$ cat config.mk
export PLATFORM = sky130hd
export DESIGN_NAME = x_mem_arb
export DESIGN_NICKNAME = d
export VERILOG_FILES = /design/src/rtl/x_mem_arb_pkg.sv /design/src/rtl/x_mem_arb_pick.sv /design/src/rtl/x_mem_arb.sv
export SDC_FILE = /design/constraint.sdc
export NUM_CORES = 1
export LEC_CHECK = 0
export ABC_AREA = 1
export BUFFER_PORTS_ARGS = -buffer_cell sky130_fd_sc_hd__buf_4
export CAP_MARGIN = 10
export CORE_AREA = 2 2 103 105
export CTS_CLUSTER_SIZE = 10
export DETAILED_ROUTE_END_ITERATION = 12
export DIE_AREA = 0 0 105 107
export PLACE_DENSITY = 0.52
export SLEW_MARGIN = 10
export SYNTH_ARGS = -nofsm -noshare
export SYNTH_HDL_FRONTEND = slang
export SYNTH_SLANG_ARGS = --single-unit
$ cat constraint.sdc
create_clock -name i_clk -period 3.7 [get_ports i_clk]
set_clock_uncertainty 0.05 [all_clocks]
set_input_delay 0.185 -clock i_clk [delete_from_list [all_inputs] [get_ports i_clk]]
set_output_delay 0.185 -clock i_clk [all_outputs]
set_load 0.02 [all_outputs]
$ cat src/rtl/x_mem_arb_pkg.sv
// Shared types and constants for the two-master memory arbiter.
// X_MEM_ARB_RR_EN selects round-robin instead of fixed priority with starvation guard.
package x_mem_arb_pkg;

    localparam int ADDR_W     = 32;
    localparam int DATA_W     = 32;
    localparam int STARVE_W   = 4;
    localparam int STARVE_MAX = 15;

    typedef enum logic [1:0] {
        IDLE = 2'd0,
        GNT0 = 2'd1,
        GNT1 = 2'd2
    } arb_state_e;

    typedef struct packed {
        logic              valid;
        logic              rnw;
        logic [ADDR_W-1:0] addr;
        logic [DATA_W-1:0] data;
    } mem_req_t;

    // True once master 0 has been favoured often enough that master 1 must win next.
    function automatic logic starve_sat(input logic [STARVE_W-1:0] cnt);
        return cnt == STARVE_W'(STARVE_MAX);
    endfunction

endpackage

$ cat src/rtl/x_mem_arb_pick.sv
// Combinational winner selection for one arbitration cycle.
// With X_MEM_ARB_RR_EN the preference comes from the round-robin pointer, else from the starvation count.
module x_mem_arb_pick
    import x_mem_arb_pkg::*;
(
    input  logic                m0_valid_i,
    input  logic                m1_valid_i,
`ifdef X_MEM_ARB_RR_EN
    input  logic                ptr_i,
`else
    input  logic [STARVE_W-1:0] starve_i,
`endif
    output logic                gnt_any_o,
    output logic                gnt_m1_o
);

    logic prefer_m1;

`ifdef X_MEM_ARB_RR_EN
    assign prefer_m1 = ptr_i;
`else
    assign prefer_m1 = starve_sat(starve_i);
`endif

    // A lone requester always wins; preference only matters on a tie.
    always_comb begin
        gnt_any_o = m0_valid_i | m1_valid_i;
        gnt_m1_o  = m1_valid_i & (~m0_valid_i | prefer_m1);
    end

endmodule

$ cat src/rtl/x_mem_arb.sv
// Two-master (core, debug/loader) arbiter in front of one shared memory port.
// Define X_MEM_ARB_RR_EN for round-robin; default is fixed priority with a starvation counter.
module x_mem_arb
    import x_mem_arb_pkg::*;
(
    input  logic              i_clk,
    input  logic              i_rst,

    input  logic              i_m0_valid,
    input  logic              i_m0_rnw,
    input  logic [ADDR_W-1:0] i_m0_addr,
    input  logic [DATA_W-1:0] i_m0_data,
    output logic              o_m0_accept,

    input  logic              i_m1_valid,
    input  logic              i_m1_rnw,
    input  logic [ADDR_W-1:0] i_m1_addr,
    input  logic [DATA_W-1:0] i_m1_data,
    output logic              o_m1_accept,

    output logic [DATA_W-1:0] o_rdata,

    output logic              o_mem_valid,
    output logic              o_mem_rnw,
    output logic [ADDR_W-1:0] o_mem_addr,
    output logic [DATA_W-1:0] o_mem_data,
    input  logic              i_mem_accept,
    input  logic [DATA_W-1:0] i_mem_data,

    output logic              o_busy
);

    arb_state_e state_q, state_d;
`ifdef X_MEM_ARB_RR_EN
    logic ptr_q, ptr_d;
`else
    logic [STARVE_W-1:0] starve_q, starve_d;
`endif

    mem_req_t m0_req, m1_req, mem_req;
    logic     m0_accept, m1_accept, busy;
    logic     gnt_any, gnt_m1;

    assign m0_req = '{valid: i_m0_valid, rnw: i_m0_rnw, addr: i_m0_addr, data: i_m0_data};
    assign m1_req = '{valid: i_m1_valid, rnw: i_m1_rnw, addr: i_m1_addr, data: i_m1_data};

    x_mem_arb_pick u_pick (
        .m0_valid_i (i_m0_valid),
        .m1_valid_i (i_m1_valid),
`ifdef X_MEM_ARB_RR_EN
        .ptr_i      (ptr_q),
`else
        .starve_i   (starve_q),
`endif
        .gnt_any_o  (gnt_any),
        .gnt_m1_o   (gnt_m1)
    );

    always_ff @(posedge i_clk or posedge i_rst) begin
        if (i_rst) begin
            state_q  <= IDLE;
`ifdef X_MEM_ARB_RR_EN
            ptr_q    <= 1'b0;
`else
            starve_q <= '0;
`endif
        end else begin
            state_q  <= state_d;
`ifdef X_MEM_ARB_RR_EN
            ptr_q    <= ptr_d;
`else
            starve_q <= starve_d;
`endif
        end
    end

    // A grant ends on completion or when its master withdraws the request.
    always_comb begin
        state_d = state_q;
`ifdef X_MEM_ARB_RR_EN
        ptr_d = ptr_q;
`else
        starve_d = starve_q;
`endif
        case (state_q)
            IDLE: begin
                if (gnt_any) begin
                    state_d = gnt_m1 ? GNT1 : GNT0;
`ifndef X_MEM_ARB_RR_EN
                    if (gnt_m1) begin
                        starve_d = '0;
                    end else if (i_m1_valid && !starve_sat(starve_q)) begin
                        starve_d = starve_q + STARVE_W'(1);
                    end
`endif
                end
            end
            GNT0: begin
                if (i_mem_accept || !i_m0_valid) begin
                    state_d = IDLE;
                end
`ifdef X_MEM_ARB_RR_EN
                if (i_mem_accept) begin
                    ptr_d = 1'b1;
                end
`endif
            end
            GNT1: begin
                if (i_mem_accept || !i_m1_valid) begin
                    state_d = IDLE;
                end
`ifdef X_MEM_ARB_RR_EN
                if (i_mem_accept) begin
                    ptr_d = 1'b0;
                end
`endif
            end
            default: begin
                state_d = IDLE;
            end
        endcase
    end

    always_comb begin
        mem_req   = '0;
        m0_accept = 1'b0;
        m1_accept = 1'b0;
        busy      = 1'b0;
        case (state_q)
            GNT0: begin
                mem_req   = m0_req;
                m0_accept = i_mem_accept;
                busy      = 1'b1;
            end
            GNT1: begin
                mem_req   = m1_req;
                m1_accept = i_mem_accept;
                busy      = 1'b1;
            end
            default: begin
            end
        endcase
    end

    assign o_mem_valid = mem_req.valid;
    assign o_mem_rnw   = mem_req.rnw;
    assign o_mem_addr  = mem_req.addr;
    assign o_mem_data  = mem_req.data;
    assign o_m0_accept = m0_accept;
    assign o_m1_accept = m1_accept;
    assign o_busy      = busy;

    // Read data is a straight pass-through, forced quiet while reset is held.
    assign o_rdata = i_rst ? '0 : i_mem_data;

endmodule

# After elaboration in Yosys (flattened, before gate mapping)
# Index checks and enable logic that the tools add are counted.
[word_totals]
register_bits = 6
memories = 0
elab_cells = 36
mem_bits_rw = 0
output_inout_bits = 101
in_bits = 167
latch_bits = 0
romBits = 0
[op_classes]
n_reduce_logical = 11
bitwise = 4
div = 0
shift = 0
mul = 0
addsub = 1
order_cmp = 0
eq_ne = 6
muxes = 12
[op_table]
columns = ["operator", "count"]
rows = [
  ["one-hot mux 66 bit (2 select lines)", 1],
  ["2-to-1 mux 32 bit", 1],
  ["2-to-1 mux 2 bit", 4],
  ["2-to-1 mux 4 bit", 2],
  ["!= test 2 bit, second input constant", 3],
  ["one-hot mux 2 bit (3 select lines)", 1],
  ["AND reduction 3 bit", 2],
  ["adder 4 x 1 -> 4 bit, second input constant", 1],
  ["equality test 4 bit, second input constant", 1],
  ["zero test 1 bit", 3],
  ["2-to-1 mux 1 bit", 3],
  ["equality test 2 x 1 -> 1 bit, second input constant", 1],
  ["equality test 2 bit, second input constant", 1],
  ["zero test 2 bit", 1],
  ["logical OR 1 bit", 2],
  ["OR 1 bit", 2],
  ["nonzero test 2 bit", 1],
  ["OR reduction 2 bit", 1],
  ["bitwise AND 1 bit", 1],
  ["logical AND 1 bit", 1],
  ["NOT 1 bit", 1],
]

# Longest topological paths before layout
[depth]
ltp_word = 6
mapped_depth = 9
depth_no_buf = 9

# By module
# A second synthesis with hierarchy kept.
[unflattened]
cells_unflattened = 359
area_unflattened_um2 = 1659.1
[modules_own_cells]
columns = ["module", "seq_area_each_um2", "area_per_inst_um2", "cells_per_inst", "instances"]
rows = [
  ["x_mem_arb", 150.1, 1629.1, 351, 1],
  ["x_mem_arb_pick", 0.0, 30.0, 8, 1],
]

# Worst setup path before layout
# No wires, ideal clock.
[synth_timing]
path_type = "register to output"
startpoint = "register state_q[1]"
endpoint = "output port o_mem_addr[16]"
arrival_time_ns = 1.542
required_time_ns = 3.465
stages_incl_launch_ff = 7
setup_slack_ns = 1.923
cell_sequence = "dfrtp_1 inv_1 ha_1 inv_1 buf_2 buf_2 a21oi_1"
[synth_via]
elab_chain_len = 2
[synth_rtl]
columns = ["element", "line_no", "rtl"]
rows = [
  ["start, declared", "x_mem_arb.sv:33", "arb_state_e state_q, state_d;"],
  ["start signal, assigned", "x_mem_arb.sv:68", "state_q <= state_d;"],
  ["equality test 2 bit or equality test 2 x 1 -> 1 bit (tied branches)", "x_mem_arb.sv:129", "case (state_q)"],
  ["one-hot mux 66 bit (2 select lines) *", "x_mem_arb.sv:129", ""],
  ["end, declared", "x_mem_arb.sv:25", "output logic [ADDR_W-1:0] o_mem_addr,"],
]
# Every way passes the cells marked *; elsewhere a longest branch is shown, timed or not.

# Final worst setup path
[layout_timing]
startpoint = "register state_q[0]"
endpoint = "output port o_mem_addr[24]"
# Same word-level chain as after synthesis.

==> metrics.yaml <==
status: "finished clean"
root_buffer: "clkbuf_8"
netlist_instances: 343
wl_per_cell_um: 12.1
antennaDiodeCount: 0
postCtsSetupRepairBufs: 0
worst_setup_path_end_kind: "output port"
crit_chain: "inv_1 > ha_2 > buf_4 > nand2_1 > a21oi_1 > buf_4"
place.gp.congestion: 0.774
gr-total-overflow: 0
final_nets: 764
yosysMostFrequentCell: "nand2_1"
synth.area.top_cells: "nand2_1 36%, a21oi_1 20%, inv_1 10%, dfrtp_1 9.3%, nor2_1 8.4%"
drc_errors: 0
ant_nets: 0
finalCritPeriodShare_pct: 67.8
ir_worst_vdd_mv: 0.457
portBuffers: 267
fillers: 1124
final_hold_viol_count: 0
required_ns: 3.46
grtUsageMet3_pct: 3.28
layout_min_cycle_time_ns: 2.51
dr.first_iter.drc_count: 171
async_flop_share_pct: 100
post-route-util_pct: 36.6
grt_max_degree: 67
synth_fp_nets: 514
ys_warn_count: 0
synth_edf_count: 0
yosysUniqueCellTypes: 13
worst-r2r-setup-slack_ns: 1.80
syn_area_um2: 1610
rsz0062_at_grt: "false"
r2r_end: "state_q[0]"
clkLatencyLatePin_ns: 0.22
drv_slew: 0
start_kind: "flip-flop"
arrival_ns: 2.27
numCtsBuffers: 3
path_buf_inv: 3
critPathMaxStageDelay_ns: 0.71
syn_area_per_cell_um2: 4.71
drive_above_1_share_pct: 46.5
finalSetupViolations: 0
min_from: "i_m0_valid"
timing.fmax_ghz: 0.399
cpMostUsedCell: "buf_4"
grt_antenna_before_repair: 0
dp_hpwl_um: 6990
gr-usage-met1_pct: 14.7
die_w_um: 105
r2r_start: "state_q[0]"
die_y_um: 107
grt-busiest-layer: "met2"
core.rowCount: 37
tightest_slew_ns: 1.14
ys.flop_type: "dfrtp_1"
yosysTopAreaCellShare_pct: 35.6
cts_tree: "yes"
seq_area_frac_synth_pct: 9.30
netlist_top_cells_count: "153 x nand2_1, 66 x a21oi_1, 44 x inv_1"
crit_path_max_fanout: 42
cts_sinks: 6
routed_wl_um: 8810
gr-usage-met2_pct: 28.5
critPathSlowestCell: "ha_2"
r2r_cells: 9
cts.htree.levels: 1
first_global_vias: 2783
pin_count: 268
clock_path_buffers: 2
cap_violations: 0
initial_utilization_pct: 16.0
power_density_nw_per_um2: 506
cp_top_family: "buffers and inverters"
whs_path_depth: 3
relSlewSlack_pct: 24.2
dieArea_um2: 11200
track_usage_pct: 14.1
hold_class: "in -> reg"
min_to: "starve_q[1]"
leakagePower_nw: 2.08
viasPerCell: 4.07
tns_ns: 0
worstSetupPathType: "reg -> out"
core_area_um2: 10100
ys_ff_latch: 6
cts.clk_slew.worst_paths_ns: 0.04
dr.pass1.iters: 4
grt_pass1_wl_um: 13100
yosysTopAreaCell: "nand2_1"
area_growth_pct: 129
num_vias: 2961
[stage by stage]
step / setup slack, ns / hold WS [ns] / cell area [um^2] / std cells / total power (W)
finish: 1.19 / 0.261 / 3700 / 727 / 0.00187
global route: 0.984 / 0.281 / 3700 / 727 / 0.00203
CTS: 1.16 / 0.257 / 3700 / 727 / 0.00190
detailed placement: 1.38 / 0.241 / 3650 / 723 / 0.00179
global placement: 1.39 / 0.240 / 3650 / 723 / 0.00179
floorplan: 1.92 / 0.235 / 1610 / 343 / 0.00115
[flip-flops by register name (all words and copies together), names as in the netlist]
register and cells:
state_q 2, starve_q 4
[per-layer routing]
layer  vias to the layer above  share of wire, %
met5                         -                 0
met4                         0              0.22
met3                         2               8.6
met2                       166                54
met1                      1259                37
li1                       1534                 -
[what timing repair did]
item                       CTS  global route
hold endpoints to repair     1             0
hold buffers                 1             0
setup endpoints to repair    0             0
resized for setup            0             0
[final cells by class]
class                      count  area [um^2]  area share, %
timing repair buffer         270         2030           54.9
multi-input combinational    268         1140           30.9
tap                          136          170           4.60
inverter                      44          165           4.47
sequential                     6          150           4.06
clock buffer                   3         41.3           1.12
[power breakdown]
| part | internal, W | switching, W | total [W] | leakage (nW) |
|---|---|---|---|---|
| sequential | 0.0000887 | 0.0000179 | 0.000107 | 0.0792 |
| clock | 0.0000700 | 0.0000296 | 0.0000997 | 0.0216 |
| combinational | 0.000632 | 0.00103 | 0.00166 | 1.98 |
| total | 0.000791 | 0.00108 | 0.00187 | 2.08 |
[cells in the final DEF, fill, tap and decap left out, types with 2 or more instances in the layout]
cell type  Yosys  final
a21oi_1       66     66
clkbuf_8       0      3
nor2_1        36     36
dfrtp_1        6      6
nand2_1      153    153
ha_2           0      2
ha_1           4      2
inv_1         44     43
o21ai_0        3      3
nand3_1        5      5
buf_4          6    269
[worst max-delay path by stage]
stage                          start             end  cells past startpoint
after floorplan           state_q[1]  o_mem_addr[16]                      6
after detailed placement  state_q[0]  o_mem_addr[20]                      6
final                     state_q[0]  o_mem_addr[24]                      6
after CTS                 state_q[1]  o_mem_data[17]                      6
after global placement    state_q[1]  o_mem_data[17]                      6
after global routing      state_q[0]  o_mem_addr[24]                      6
[worst reg2reg max path: stages, from the launching register on]
cell,delay (ns)
dfrtp_1,0.37
inv_1,0.11
ha_2,0.71
nand2_1,0.16
nand2_1,0.09
nand2_1,0.06
nand2_1,0.09
nand2_1,0.05
nand2_1,0.06
inv_1,0.03
[cell families (layout without fill, tap and decap cells)]
family          after synthesis  count (layout)  synth area share, %
buf+inv                      69             317                 20.2
compound gates               69              69                 21.4
flops                         6               6                 9.30
simple gates                195             195                 46.0
fa+ha+maj                     4               4                 3.10
(Power assumes the default switching activity.)
